**src/rtl/focus_sweep_ctrl_if.sv**
```systemverilog
// focus_sweep_ctrl_if: the bundle of video, ROI/threshold control and VCM
// handshake signals that the autofocus engine uses.
// slave  = the focus engine's view
// master = the video source / VCM writer / host view
interface focus_sweep_ctrl_if #(
    parameter int DATA_W = 8,
    parameter int VCM_W  = 10,
    parameter int ACC_W  = 32
);
    logic              VIDEO_VS;
    logic              VIDEO_HS;
    logic              VIDEO_DE;
    logic [DATA_W-1:0] iR;
    logic [DATA_W-1:0] iG;
    logic [DATA_W-1:0] iB;
    logic              START;
    logic [11:0]       ROI_X0;
    logic [11:0]       ROI_X1;
    logic [11:0]       ROI_Y0;
    logic [11:0]       ROI_Y1;
    logic [DATA_W-1:0] THRESH;
    logic [VCM_W-1:0]  VCM_DATA;
    logic              VCM_WR;
    logic              VCM_ACK;
    logic [ACC_W-1:0]  SHARP;
    logic              BUSY;
    logic              DONE;
    logic [DATA_W-1:0] oR;
    logic [DATA_W-1:0] oG;
    logic [DATA_W-1:0] oB;

    modport master (
        output VIDEO_VS, VIDEO_HS, VIDEO_DE, iR, iG, iB, START,
               ROI_X0, ROI_X1, ROI_Y0, ROI_Y1, THRESH, VCM_ACK,
        input  VCM_DATA, VCM_WR, SHARP, BUSY, DONE, oR, oG, oB
    );

    modport slave (
        input  VIDEO_VS, VIDEO_HS, VIDEO_DE, iR, iG, iB, START,
               ROI_X0, ROI_X1, ROI_Y0, ROI_Y1, THRESH, VCM_ACK,
        output VCM_DATA, VCM_WR, SHARP, BUSY, DONE, oR, oG, oB
    );
endinterface

```
**src/rtl/focus_sweep_ctrl.sv**
```systemverilog
// focus_sweep_ctrl: per-frame sharpness measurement (thresholded horizontal
// luma gradient energy inside an ROI) plus a coarse/fine VCM sweep that
// leaves the lens at the sharpest position found.
// Optional feature macro: FOCUS_OVERLAY_EN (yellow ROI border while BUSY).
module focus_sweep_ctrl #(
    parameter int DATA_W        = 8,
    parameter int VCM_W         = 10,
    parameter int ACC_W         = 32,
    parameter int STEP_COARSE   = 64,
    parameter int STEP_FINE     = 8,
    parameter int SETTLE_FRAMES = 2
) (
    input logic                VIDEO_CLK,
    input logic                RESET_N,
    focus_sweep_ctrl_if.slave  io_bus
);
    localparam logic [2:0] ST_IDLE    = 3'd0;
    localparam logic [2:0] ST_MOVE    = 3'd1;
    localparam logic [2:0] ST_SETTLE  = 3'd2;
    localparam logic [2:0] ST_MEASURE = 3'd3;
    localparam logic [2:0] ST_DECIDE  = 3'd4;
    localparam logic [2:0] ST_DONE    = 3'd5;

    localparam int SET_W = (SETTLE_FRAMES > 1) ? $clog2(SETTLE_FRAMES) : 1;
    localparam logic [VCM_W:0]   C_STEP_C = (VCM_W+1)'(STEP_COARSE);
    localparam logic [VCM_W:0]   C_STEP_F = (VCM_W+1)'(STEP_FINE);
    localparam logic [VCM_W-1:0] C_TOP    = '1;

    // video timing / coordinate tracking
    logic              r_vs_q, r_de_q;
    logic [11:0]       r_col, r_row;
    logic              w_vs_fall, w_de_fall, w_in_roi, w_grad_en;
    logic [11:0]       w_row_pix;
    logic [DATA_W+1:0] w_luma_sum;
    logic [DATA_W-1:0] w_luma;

    // gradient pipeline
    logic [DATA_W-1:0] r_y1, r_y0;
    logic              r_v1, r_b1;
    logic [DATA_W-1:0] w_diff, w_add;
    logic [ACC_W:0]    w_sum;
    logic [ACC_W-1:0]  r_acc, r_sharp;

    // sweep control
    logic [2:0]        r_state;
    logic [VCM_W-1:0]  r_pos, r_best_pos, r_pass_end, r_vcm_data;
    logic [ACC_W-1:0]  r_best;
    logic              r_pass_fine, r_final, r_wr, r_busy, r_done;
    logic [SET_W-1:0]  r_settle;
    logic              w_better, w_more;
    logic [VCM_W-1:0]  w_nbest_pos, w_lo;
    logic [VCM_W:0]    w_step, w_next, w_hi_full;
    logic [VCM_W-1:0]  w_hi;

    // A boundary forces the current pixel onto row 0 of the new frame.
    always_comb begin
        w_vs_fall  = r_vs_q & ~io_bus.VIDEO_VS;
        w_de_fall  = r_de_q & ~io_bus.VIDEO_DE;
        w_row_pix  = w_vs_fall ? '0 : r_row;
        w_in_roi   = io_bus.VIDEO_DE &&
                     (r_col >= io_bus.ROI_X0) && (r_col <= io_bus.ROI_X1) &&
                     (w_row_pix >= io_bus.ROI_Y0) && (w_row_pix <= io_bus.ROI_Y1);
        w_grad_en  = w_in_roi && (r_col != io_bus.ROI_X0);
        w_luma_sum = {2'b00, io_bus.iR} + {1'b0, io_bus.iG, 1'b0} + {2'b00, io_bus.iB};
        w_luma     = DATA_W'(w_luma_sum >> 2);
    end

    // Column/row counters and sync edge history.
    always_ff @(posedge VIDEO_CLK or negedge RESET_N) begin
        if (!RESET_N) begin
            r_vs_q <= 1'b0;
            r_de_q <= 1'b0;
            r_col  <= '0;
            r_row  <= '0;
        end else begin
            r_vs_q <= io_bus.VIDEO_VS;
            r_de_q <= io_bus.VIDEO_DE;
            r_col  <= io_bus.VIDEO_DE ? r_col + 12'd1 : '0;
            if (w_vs_fall)
                r_row <= '0;
            else if (w_de_fall)
                r_row <= r_row + 12'd1;
        end
    end

    // Stage 1: register luma, gradient-valid flag and the aligned boundary.
    always_ff @(posedge VIDEO_CLK or negedge RESET_N) begin
        if (!RESET_N) begin
            r_y1 <= '0;
            r_y0 <= '0;
            r_v1 <= 1'b0;
            r_b1 <= 1'b0;
        end else begin
            r_y1 <= w_luma;
            r_y0 <= r_y1;
            r_v1 <= w_grad_en;
            r_b1 <= w_vs_fall;
        end
    end

    always_comb begin
        w_diff = (r_y1 >= r_y0) ? (r_y1 - r_y0) : (r_y0 - r_y1);
        w_add  = (r_v1 && (w_diff >= io_bus.THRESH)) ? w_diff : '0;
        w_sum  = {1'b0, r_acc} + (ACC_W+1)'(w_add);
    end

    // Stage 2: saturating accumulate. The boundary is carried with the pixel
    // so a pixel sampled on the VS edge lands in the new frame's total.
    always_ff @(posedge VIDEO_CLK or negedge RESET_N) begin
        if (!RESET_N) begin
            r_acc   <= '0;
            r_sharp <= '0;
        end else if (r_b1) begin
            r_sharp <= r_acc;
            r_acc   <= ACC_W'(w_add);
        end else begin
            r_acc   <= w_sum[ACC_W] ? '1 : w_sum[ACC_W-1:0];
        end
    end

    // Next-position arithmetic used by DECIDE.
    always_comb begin
        w_better    = r_sharp > r_best;
        w_nbest_pos = w_better ? r_pos : r_best_pos;
        w_step      = r_pass_fine ? C_STEP_F : C_STEP_C;
        w_next      = {1'b0, r_pos} + w_step;
        w_more      = w_next <= {1'b0, r_pass_end};
        w_lo        = ({1'b0, w_nbest_pos} >= C_STEP_C) ?
                      (w_nbest_pos - C_STEP_C[VCM_W-1:0]) : '0;
        w_hi_full   = {1'b0, w_nbest_pos} + C_STEP_C;
        w_hi        = (w_hi_full > {1'b0, C_TOP}) ? C_TOP : w_hi_full[VCM_W-1:0];
    end

    // Sweep FSM: move lens, wait for settle frames, measure, decide.
    always_ff @(posedge VIDEO_CLK or negedge RESET_N) begin
        if (!RESET_N) begin
            r_state     <= ST_IDLE;
            r_pos       <= '0;
            r_best      <= '0;
            r_best_pos  <= '0;
            r_pass_end  <= '0;
            r_pass_fine <= 1'b0;
            r_final     <= 1'b0;
            r_settle    <= '0;
            r_wr        <= 1'b0;
            r_vcm_data  <= '0;
            r_busy      <= 1'b0;
            r_done      <= 1'b0;
        end else begin
            case (r_state)
                ST_IDLE, ST_DONE: begin
                    if (io_bus.START) begin
                        r_pass_fine <= 1'b0;
                        r_pos       <= '0;
                        r_best      <= '0;
                        r_best_pos  <= '0;
                        r_pass_end  <= C_TOP;
                        r_final     <= 1'b0;
                        r_busy      <= 1'b1;
                        r_done      <= 1'b0;
                        r_state     <= ST_MOVE;
                    end
                end
                ST_MOVE: begin
                    if (!r_wr) begin
                        r_wr       <= 1'b1;
                        r_vcm_data <= r_pos;
                    end else if (io_bus.VCM_ACK) begin
                        r_wr <= 1'b0;
                        if (r_final) begin
                            r_busy  <= 1'b0;
                            r_done  <= 1'b1;
                            r_state <= ST_DONE;
                        end else begin
                            r_settle <= '0;
                            r_state  <= ST_SETTLE;
                        end
                    end
                end
                ST_SETTLE: begin
                    if (r_b1) begin
                        if (r_settle == SET_W'(SETTLE_FRAMES - 1))
                            r_state <= ST_MEASURE;
                        else
                            r_settle <= r_settle + 1'b1;
                    end
                end
                ST_MEASURE: begin
                    if (r_b1)
                        r_state <= ST_DECIDE;
                end
                ST_DECIDE: begin
                    if (w_better) begin
                        r_best     <= r_sharp;
                        r_best_pos <= r_pos;
                    end
                    if (w_more) begin
                        r_pos <= w_next[VCM_W-1:0];
                    end else if (!r_pass_fine) begin
                        r_pass_fine <= 1'b1;
                        r_pos       <= w_lo;
                        r_pass_end  <= w_hi;
                    end else begin
                        r_pos   <= w_nbest_pos;
                        r_final <= 1'b1;
                    end
                    r_state <= ST_MOVE;
                end
                default: r_state <= ST_IDLE;
            endcase
        end
    end

`ifdef FOCUS_OVERLAY_EN
    logic w_border;
    always_comb begin
        w_border = r_busy && w_in_roi &&
                   ((r_col == io_bus.ROI_X0) || (r_col == io_bus.ROI_X1) ||
                    (w_row_pix == io_bus.ROI_Y0) || (w_row_pix == io_bus.ROI_Y1));
    end

    // Registered video out with yellow ROI border while sweeping.
    always_ff @(posedge VIDEO_CLK or negedge RESET_N) begin
        if (!RESET_N) begin
            io_bus.oR <= '0;
            io_bus.oG <= '0;
            io_bus.oB <= '0;
        end else if (w_border) begin
            io_bus.oR <= '1;
            io_bus.oG <= '1;
            io_bus.oB <= '0;
        end else begin
            io_bus.oR <= io_bus.iR;
            io_bus.oG <= io_bus.iG;
            io_bus.oB <= io_bus.iB;
        end
    end
`else
    // Registered video pass-through.
    always_ff @(posedge VIDEO_CLK or negedge RESET_N) begin
        if (!RESET_N) begin
            io_bus.oR <= '0;
            io_bus.oG <= '0;
            io_bus.oB <= '0;
        end else begin
            io_bus.oR <= io_bus.iR;
            io_bus.oG <= io_bus.iG;
            io_bus.oB <= io_bus.iB;
        end
    end
`endif

    assign io_bus.VCM_DATA = r_vcm_data;
    assign io_bus.VCM_WR   = r_wr;
    assign io_bus.SHARP    = r_sharp;
    assign io_bus.BUSY     = r_busy;
    assign io_bus.DONE     = r_done;

endmodule

```
**src/flat_wrapper.sv**
```systemverilog
// flat-port wrapper written by rule: the top's interface ports become plain ports
module focus_sweep_ctrl_flat 
#(
    parameter int DATA_W        = 8,
    parameter int VCM_W         = 10,
    parameter int ACC_W         = 32,
    parameter int STEP_COARSE   = 64,
    parameter int STEP_FINE     = 8,
    parameter int SETTLE_FRAMES = 2
)
  (VIDEO_CLK, RESET_N, io_bus_VIDEO_VS, io_bus_VIDEO_HS, io_bus_VIDEO_DE, io_bus_iR, io_bus_iG, io_bus_iB, io_bus_START, io_bus_ROI_X0, io_bus_ROI_X1, io_bus_ROI_Y0, io_bus_ROI_Y1, io_bus_THRESH, io_bus_VCM_ACK, io_bus_VCM_DATA, io_bus_VCM_WR, io_bus_SHARP, io_bus_BUSY, io_bus_DONE, io_bus_oR, io_bus_oG, io_bus_oB);
  focus_sweep_ctrl_if #(.DATA_W(DATA_W), .VCM_W(VCM_W), .ACC_W(ACC_W)) io_bus_i ();
  input logic VIDEO_CLK;
  input logic RESET_N;
  input wire logic [$bits(io_bus_i.VIDEO_VS)-1:0] io_bus_VIDEO_VS;
  input wire logic [$bits(io_bus_i.VIDEO_HS)-1:0] io_bus_VIDEO_HS;
  input wire logic [$bits(io_bus_i.VIDEO_DE)-1:0] io_bus_VIDEO_DE;
  input wire logic [$bits(io_bus_i.iR)-1:0] io_bus_iR;
  input wire logic [$bits(io_bus_i.iG)-1:0] io_bus_iG;
  input wire logic [$bits(io_bus_i.iB)-1:0] io_bus_iB;
  input wire logic [$bits(io_bus_i.START)-1:0] io_bus_START;
  input wire logic [$bits(io_bus_i.ROI_X0)-1:0] io_bus_ROI_X0;
  input wire logic [$bits(io_bus_i.ROI_X1)-1:0] io_bus_ROI_X1;
  input wire logic [$bits(io_bus_i.ROI_Y0)-1:0] io_bus_ROI_Y0;
  input wire logic [$bits(io_bus_i.ROI_Y1)-1:0] io_bus_ROI_Y1;
  input wire logic [$bits(io_bus_i.THRESH)-1:0] io_bus_THRESH;
  input wire logic [$bits(io_bus_i.VCM_ACK)-1:0] io_bus_VCM_ACK;
  output wire logic [$bits(io_bus_i.VCM_DATA)-1:0] io_bus_VCM_DATA;
  output wire logic [$bits(io_bus_i.VCM_WR)-1:0] io_bus_VCM_WR;
  output wire logic [$bits(io_bus_i.SHARP)-1:0] io_bus_SHARP;
  output wire logic [$bits(io_bus_i.BUSY)-1:0] io_bus_BUSY;
  output wire logic [$bits(io_bus_i.DONE)-1:0] io_bus_DONE;
  output wire logic [$bits(io_bus_i.oR)-1:0] io_bus_oR;
  output wire logic [$bits(io_bus_i.oG)-1:0] io_bus_oG;
  output wire logic [$bits(io_bus_i.oB)-1:0] io_bus_oB;
  assign io_bus_i.VIDEO_VS = io_bus_VIDEO_VS;
  assign io_bus_i.VIDEO_HS = io_bus_VIDEO_HS;
  assign io_bus_i.VIDEO_DE = io_bus_VIDEO_DE;
  assign io_bus_i.iR = io_bus_iR;
  assign io_bus_i.iG = io_bus_iG;
  assign io_bus_i.iB = io_bus_iB;
  assign io_bus_i.START = io_bus_START;
  assign io_bus_i.ROI_X0 = io_bus_ROI_X0;
  assign io_bus_i.ROI_X1 = io_bus_ROI_X1;
  assign io_bus_i.ROI_Y0 = io_bus_ROI_Y0;
  assign io_bus_i.ROI_Y1 = io_bus_ROI_Y1;
  assign io_bus_i.THRESH = io_bus_THRESH;
  assign io_bus_i.VCM_ACK = io_bus_VCM_ACK;
  assign io_bus_VCM_DATA = io_bus_i.VCM_DATA;
  assign io_bus_VCM_WR = io_bus_i.VCM_WR;
  assign io_bus_SHARP = io_bus_i.SHARP;
  assign io_bus_BUSY = io_bus_i.BUSY;
  assign io_bus_DONE = io_bus_i.DONE;
  assign io_bus_oR = io_bus_i.oR;
  assign io_bus_oG = io_bus_i.oG;
  assign io_bus_oB = io_bus_i.oB;
  focus_sweep_ctrl #(.DATA_W(DATA_W), .VCM_W(VCM_W), .ACC_W(ACC_W), .STEP_COARSE(STEP_COARSE), .STEP_FINE(STEP_FINE), .SETTLE_FRAMES(SETTLE_FRAMES)) u_core (.VIDEO_CLK(VIDEO_CLK), .RESET_N(RESET_N), .io_bus(io_bus_i));
endmodule
```
**config.mk**
```make
export PLATFORM = sky130hd
export DESIGN_NAME = focus_sweep_ctrl_flat
export DESIGN_NICKNAME = d
export VERILOG_FILES = /design/src/rtl/focus_sweep_ctrl_if.sv /design/src/rtl/focus_sweep_ctrl.sv /design/src/flat_wrapper.sv
export SDC_FILE = /design/constraint.sdc
export NUM_CORES = 1
export LEC_CHECK = 0
export CAP_MARGIN = 20
export CORE_ASPECT_RATIO = 1.25
export CORE_MARGIN = 4
export CORE_UTILIZATION = 25
export CTS_CLUSTER_DIAMETER = 60
export DETAILED_ROUTE_END_ITERATION = 7
export PLACE_DENSITY_LB_ADDON = 0.25
export SETUP_SLACK_MARGIN = 0.02
export SLEW_MARGIN = 20
export SYNTH_ARGS = -nofsm -noshare
export SYNTH_HDL_FRONTEND = slang
export SYNTH_SLANG_ARGS = --single-unit
```
**constraint.sdc**
```tcl
create_clock -name VIDEO_CLK -period 5.6 [get_ports VIDEO_CLK]
set_clock_uncertainty 0.1 [all_clocks]
set_input_delay 1.68 -clock VIDEO_CLK [delete_from_list [all_inputs] [get_ports VIDEO_CLK]]
set_output_delay 1.68 -clock VIDEO_CLK [all_outputs]
set_load 0.005 [all_outputs]
```
==> impl_metrics.ini, run 1 <==
[outcome]
outcome = finished, violations left
failed_checks = setup timing

[placed_design]
dpl-instance-area_um2 = 15600
io_buffers = 154
dp_hpwl_um = 24700
pre_cts_ws_ns = -0.598
dp.cells = 2166
place_congestion = 0.814

[worst_setup_path]
required_ns = 5.93
worst-r2r-setup-slack_ns = -0.16
path_max_fanout = 6
cp-endpoint = u_core.r_acc[25]$_DFF_PN0_
cp.arrival_ns = 6.09
cp.buffers_inverters = 5
worstSetupStartpoint = u_core.r_y1[0]$_DFF_PN0_
crit_type = flop to flop
end_kind = flop
crit_family = compound AO/OA/AOI/OAI gates
path_depth = 30
critPathMaxStageDelay_ns = 0.39
r2r_cells = 30
slowest_stage = dfrtp_1
r2r-end = u_core.r_acc[25]$_DFF_PN0_
start_kind = flop
r2r-start = u_core.r_y1[0]$_DFF_PN0_

[synth]
async_flop_share_pct = 100
synth_top_area_cell = dfrtp_1
synthesis.area_um2 = 12800
synthCells = 1312
syn-num-nets = 1547
ys.flop_type = dfrtp_1
synth.avg_cell_area_um2 = 9.73
ys_warn_count = 0
ys_ff_latch = 213
synth.yosys.seq_area_share_pct = 41.8
synth_enable_flop_cells = 0
synth_area_leaders = dfrtp_1, ha_1, inv_1
synth.distinct_cells = 75
synth_top_cell_area_share_pct = 41.8

[global_route]
globalRouteTotalUtil_pct = 11.9
grt_pass1_wl_um = 54100
grt-ovfl-total = 0
grt_max_degree = 126
grt_pass1_vias = 10433
antenna_found_initial = 0

[pwr]
p_comb_share_pct = 37.0
clockPowerShare_pct = 32.7
power_mw = 5.83
ir_drop_v = 0.000257
swShare_pct = 33.3
share_seq_of_total_power_pct = 30.3
p_leak_nw = 8.04
p_sw_mw = 1.94
p_per_area_nw_per_um2 = 338
p_int_mw = 3.89

[finish]
n_antenna_cell = 0
nets = 1797
drive_above_1_share_pct = 17.8
layoutNonFillerInstCount = 2244
utilization_pct = 34.1
syn_to_final_growth_pct = 35.0
fin_area_um2 = 17200

[drt]
firstDrtPassIters = 6
met3WireLength_um = 1380
wl_um = 33300
wire_per_inst_um = 14.8
drc = 0
vias = 10232
ant_nets = 0
drt_iter0_drc = 274
routed.top_layer = met4
wl_met1_um = 14000
vias_per_cell = 4.56
wl_met2_um = 17100

[timing]
worstMarginPinSlew_ns = 0.748
slew_viol_final = 0
finalCritPeriodShare_pct = 103
holdWs_ns = 0.309
fmax_mhz = 174
worst_slack_ns = -0.162
tns_ns = -1.27
hold_viol = 0
finalSetupViolCount = 16
min_period_ns = 5.76
rsz0062_at_grt = yes
slew_headroom_pct = 49.8

[clocking]
cts_tree = built
ctsHoldBuffers = 0
cts.sinks = 213
clock_path_buffers = 3
cts_buffers = 30
htreeDepth = 1
cts_root_buf = clkbuf_16
cts.clk_slew.worst_paths_ns = 0.06
clk_latency_ns = 0.58

[min_path]
hold_class = flop to flop

[die]
die_h_um = 261
start_util_pct = 25.3
boundaryPins = 156
num_rows = 92
core-area_um2 = 50500
fp.dieW_um = 210
dieArea_um2 = 54800

[flow_run]
max-cap-violations = 0
## registers in the layout, summed over array words and instances, names as in the netlist, 3 cells and up
signal / flops
u_core.r_best: 32
u_core.r_y0: 8
u_core.r_pos: 10
u_core.r_col: 12
u_core.r_state: 3
u_core.r_row: 12
u_core.io_bus.oB: 8
u_core.r_y1: 8
u_core.r_pass_end: 10
u_core.io_bus.SHARP: 32
u_core.io_bus.oR: 8
u_core.r_best_pos: 10
u_core.io_bus.VCM_DATA: 10
u_core.r_acc: 32
u_core.io_bus.oG: 8
## cells in the final DEF, fill, tap and decap left out, types with 26 or more instances in the layout
cell	instances
a21oi_1	61
buf_4	89
clkbuf_16	30
clkdlybuf4s50_1	153
dfrtp_1	212
ha_1	131
inv_1	136
mux2_2	45
nand2_1	130
nand3_1	35
nor2_1	54
nor2b_1	26
o21ai_0	72
xnor2_1	31
## worst register-to-register path, delay by kind of cell (launching register included)
| kind | cells | cell delay [ns] |
|---|---|---|
| mux | 1 | 0.27 |
| compound gates | 13 | 2.31 |
| xor+xnor | 1 | 0.14 |
| buf+inv | 5 | 0.63 |
| simple gates | 5 | 0.46 |
| flops | 1 | 0.39 |
| fa+ha+maj | 5 | 1.32 |
## power by group through the flow
| stage | Clock [mW] | Sequential [mW] | Combinational, mW |
|---|---|---|---|
| global placement | 0 | 1.79 | 1.84 |
| CTS | 1.99 | 1.77 | 2.02 |
| finish | 1.91 | 1.77 | 2.16 |
| detailed placement | 0 | 1.79 | 1.85 |
| floorplan | 0 | 1.75 | 1.12 |
| global route | 2.04 | 1.79 | 2.41 |
## per-layer routing
metal  GRT usage (%)  vias to the layer above
met5               0                        -
met1            14.5                     4923
met4            3.54                        0
li1                -                     5099
met3            2.04                       46
met2            21.3                      164
## repair_timing
action / in CTS / in global routing
resized for setup: 24 / 65
gates cloned: 1 / 0
endpoints found under the setup margin: 32 / 32
pin swaps: 21 / 36
setup buffers: 13 / 8
## kinds of logic after synthesis
group	after synthesis	share of synthesized area (%)
simple gates	377	14.6
fa+ha+maj	150	15.3
mux	57	4.92
xor+xnor	52	3.57
flops	213	41.8
buf+inv	178	5.40
compound gates	285	14.4
## worst min path at each step
stage | start | end | slack [ns] | depth (start not counted)
after floorplan | u_core.r_y1[7]$_DFF_PN0_ | u_core.r_y0[7]$_DFF_PN0_ | 0.26 | 0
after global placement | u_core.r_y1[3]$_DFF_PN0_ | u_core.r_y0[3]$_DFF_PN0_ | 0.30 | 0
after detailed placement | u_core.r_y1[2]$_DFF_PN0_ | u_core.r_y0[2]$_DFF_PN0_ | 0.30 | 0
after CTS | u_core.r_y1[2]$_DFF_PN0_ | u_core.r_y0[2]$_DFF_PN0_ | 0.31 | 0
after global routing | u_core.r_y1[7]$_DFF_PN0_ | u_core.r_y0[7]$_DFF_PN0_ | 0.32 | 0
final | u_core.r_y1[2]$_DFF_PN0_ | u_core.r_y0[2]$_DFF_PN0_ | 0.31 | 0
## Yosys cell counts, drive strengths merged (4+ instances only)
cell    instances
nand2b         14
dfrtp         213
nor2           60
a311oi          5
a21oi          79
and2           18
fa             11
or3            12
inv           140
a22o           14
a21o           24
nand3          36
nand4          19
ha            137
nor3           20
nand2         134
o21ai          77
and4            7
a211o           4
buf             9
a221o           4
clkbuf         29
mux2i          11
nor4            9
o21bai          5
o211ai          5
nor2b          27
mux2           46
xor2           20
a31oi          20
xnor2          32
o21a            9
and3           13
a211oi          6
## area by class of cell
cell class | count | area, um^2
clock inverters | 19 | 206
inverters | 140 | 526
repair buffers | 255 | 2370
multi-input cells | 922 | 7170
flip-flops and latches | 213 | 5330
well taps | 658 | 823
clock buffers | 37 | 797
fillers | 5154 | 33300
(Power assumes the default switching activity.)
==> inputs of run 2 (changes only) <==
--- a/config.mk
+++ b/config.mk
@@ -11,9 +11,10 @@
 export CORE_UTILIZATION = 25
 export CTS_CLUSTER_DIAMETER = 60
 export DETAILED_ROUTE_END_ITERATION = 7
+export DONT_BUFFER_PORTS = 1
 export PLACE_DENSITY_LB_ADDON = 0.25
 export SETUP_SLACK_MARGIN = 0.02
-export SLEW_MARGIN = 20
+export SLEW_MARGIN = 25
 export SYNTH_ARGS = -nofsm -noshare
 export SYNTH_HDL_FRONTEND = slang
 export SYNTH_SLANG_ARGS = --single-unit
==> run 2 against run 1 <==
The flow still finishes with violations (setup timing). First-iteration DRC count increased by 30%. Utilization decreased by 3.5 points. Clock power about the same. Non-clock buffer count shrank 156. Final cell count down 7.3%. Register-to-register slack barely moved. Hold slack got worse by 0.0024 ns. Largest power group is now clock. Highest routed layer unchanged.
==> impl_metrics.ini, run 2 (synthesis results as in run 1) <==
[worst_setup_path]
crit_type = flop to flop
r2r_cells = 34
cp_common_cell = buf_4
slowest_stage = dfrtp_1
start_kind = flop
critPathMaxStageDelay_ns = 0.38
cp.arrival_ns = 6.11
r2r-start = u_core.r_y1[0]$_DFF_PN0_
required_ns = 5.94
r2r-end = u_core.r_acc[4]$_DFF_PN0_
worst-r2r-setup-slack_ns = -0.17
end_kind = flop
path_max_fanout = 6

[placed_design]
dp.cells = 2008
dp_hpwl_um = 24300
io_buffers = 0
place_congestion = 0.796

[timing]
slew_headroom_pct = 34.3
holdWs_ns = 0.307
finalSetupViolCount = 28
worstMarginPinSlew_ns = 0.980
rsz0062_at_grt = yes
hold_viol = 0
min_period_ns = 5.77
fmax_mhz = 173
slew_viol_final = 0
tns_ns = -2.12
finalCritPeriodShare_pct = 103
worst_slack_ns = -0.170

[finish]
n_antenna_cell = 0
layoutNonFillerInstCount = 2081
drive_above_1_share_pct = 18.0
layout_commonest_cell = dfrtp_1
final_cell_mix = dfrtp_1, inv_1, ha_1
nets = 1637
utilization_pct = 30.6
syn_to_final_growth_pct = 21.1

[drt]
firstDrtPassIters = 4
drt_iter0_drc = 356
wl_um = 33100
vias_per_cell = 4.62
drc = 0
vias = 9612
wire_per_inst_um = 15.9
ant_nets = 0

[die]
boundaryPins = 156
num_rows = 92
start_util_pct = 25.3
die_h_um = 261
dieArea_um2 = 54800
fp.dieW_um = 210
core-area_um2 = 50500

[clocking]
cts_root_buf = clkbuf_16
cts_tree = built
cts.sinks = 213
cts.clk_slew.worst_paths_ns = 0.07
htreeDepth = 1
clock_path_buffers = 3
clk_latency_ns = 0.57
cts_buffers = 27

[pwr]
p_leak_nw = 7.38
p_per_area_nw_per_um2 = 352
ir_drop_v = 0.000224
power_mw = 5.43

[flow_run]
max-cap-violations = 0

[min_path]
hold_end = u_core.r_y0[7]$_DFF_PN0_
hold_class = flop to flop
holdPathStages = 0
min_from = u_core.r_y1[7]$_DFF_PN0_

[global_route]
antenna_found_initial = 0
grt_pass1_wl_um = 53400
grt_pass1_vias = 9965
grt_max_degree = 214
globalRouteTotalUtil_pct = 11.8
grt-ovfl-total = 0

[outcome]
failed_checks = setup timing
outcome = finished, violations left
-- run 2: cell count changes in the layout (fill, tap and decap cells not counted), sizes merged --
cell and change:
clkbuf -5, inv -2, bufinv +3, clkdlybuf4s50 -153, clkinvlp -2, nand2 -1, buf -3
-- run 2: worst max-delay path by stage --
stage	cells past startpoint	start	to
after CTS	31	u_core.r_y1[0]$_DFF_PN0_	u_core.r_acc[5]$_DFF_PN0_
final	34	u_core.r_y1[0]$_DFF_PN0_	u_core.r_acc[4]$_DFF_PN0_
after global routing	35	u_core.r_y1[0]$_DFF_PN0_	u_core.r_acc[4]$_DFF_PN0_
after floorplan	27	u_core.r_y1[0]$_DFF_PN0_	u_core.r_acc[15]$_DFF_PN0_
after global placement	30	u_core.r_y1[0]$_DFF_PN0_	u_core.r_acc[30]$_DFF_PN0_
after detailed placement	28	u_core.r_y1[0]$_DFF_PN0_	u_core.r_acc[25]$_DFF_PN0_
-- run 2: layer usage --
layer  routed length, um  GRT usage (%)
met5                   0              0
met4                 777           3.37
met3                1600           2.56
met2               17100           21.3
met1               13600           14.2
-- run 2: worst max-delay path: cells and delay by family (launching register included) --
family          cells  cell delay, ns
compound gates     10            1.71
xor+xnor            2            0.25
fa+ha+maj           4            1.00
buf+inv            14            1.56
flops               1            0.38
mux                 1            0.29
simple gates        3            0.39
-- run 2: area by class of cell --
class,count,area [um^2]
fill,5203,35100
clock inverter,18,255
tap,658,823
inverter,140,526
sequential,213,5330
multi-input combinational,921,7010
clock buffer,32,714
timing repair buffer,99,801
-- run 2: timing repair --
item	CTS	global route
setup endpoints to repair	32	32
gates resized for setup	18	28
pin swaps	24	32
setup buffers	16	7
gates cloned	0	0
hold buffers	0	0
-- run 2: power breakdown --
| part | total [mW] | internal [mW] | switching, mW |
|---|---|---|---|
| clock | 1.89 | 1.16 | 0.730 |
| combinational | 1.76 | 0.858 | 0.901 |
| sequential | 1.79 | 1.65 | 0.133 |
| total | 5.43 | 3.67 | 1.77 |
-- run 2: through the flow --
stage                     worst slack [ns]  area (um^2)
final                               -0.170        15500
after floorplan                     0.0151        12800
after global routing                -0.449        15500
after detailed placement            -0.490        14100
after CTS                           -0.279        15200
after global placement              -0.397        14100
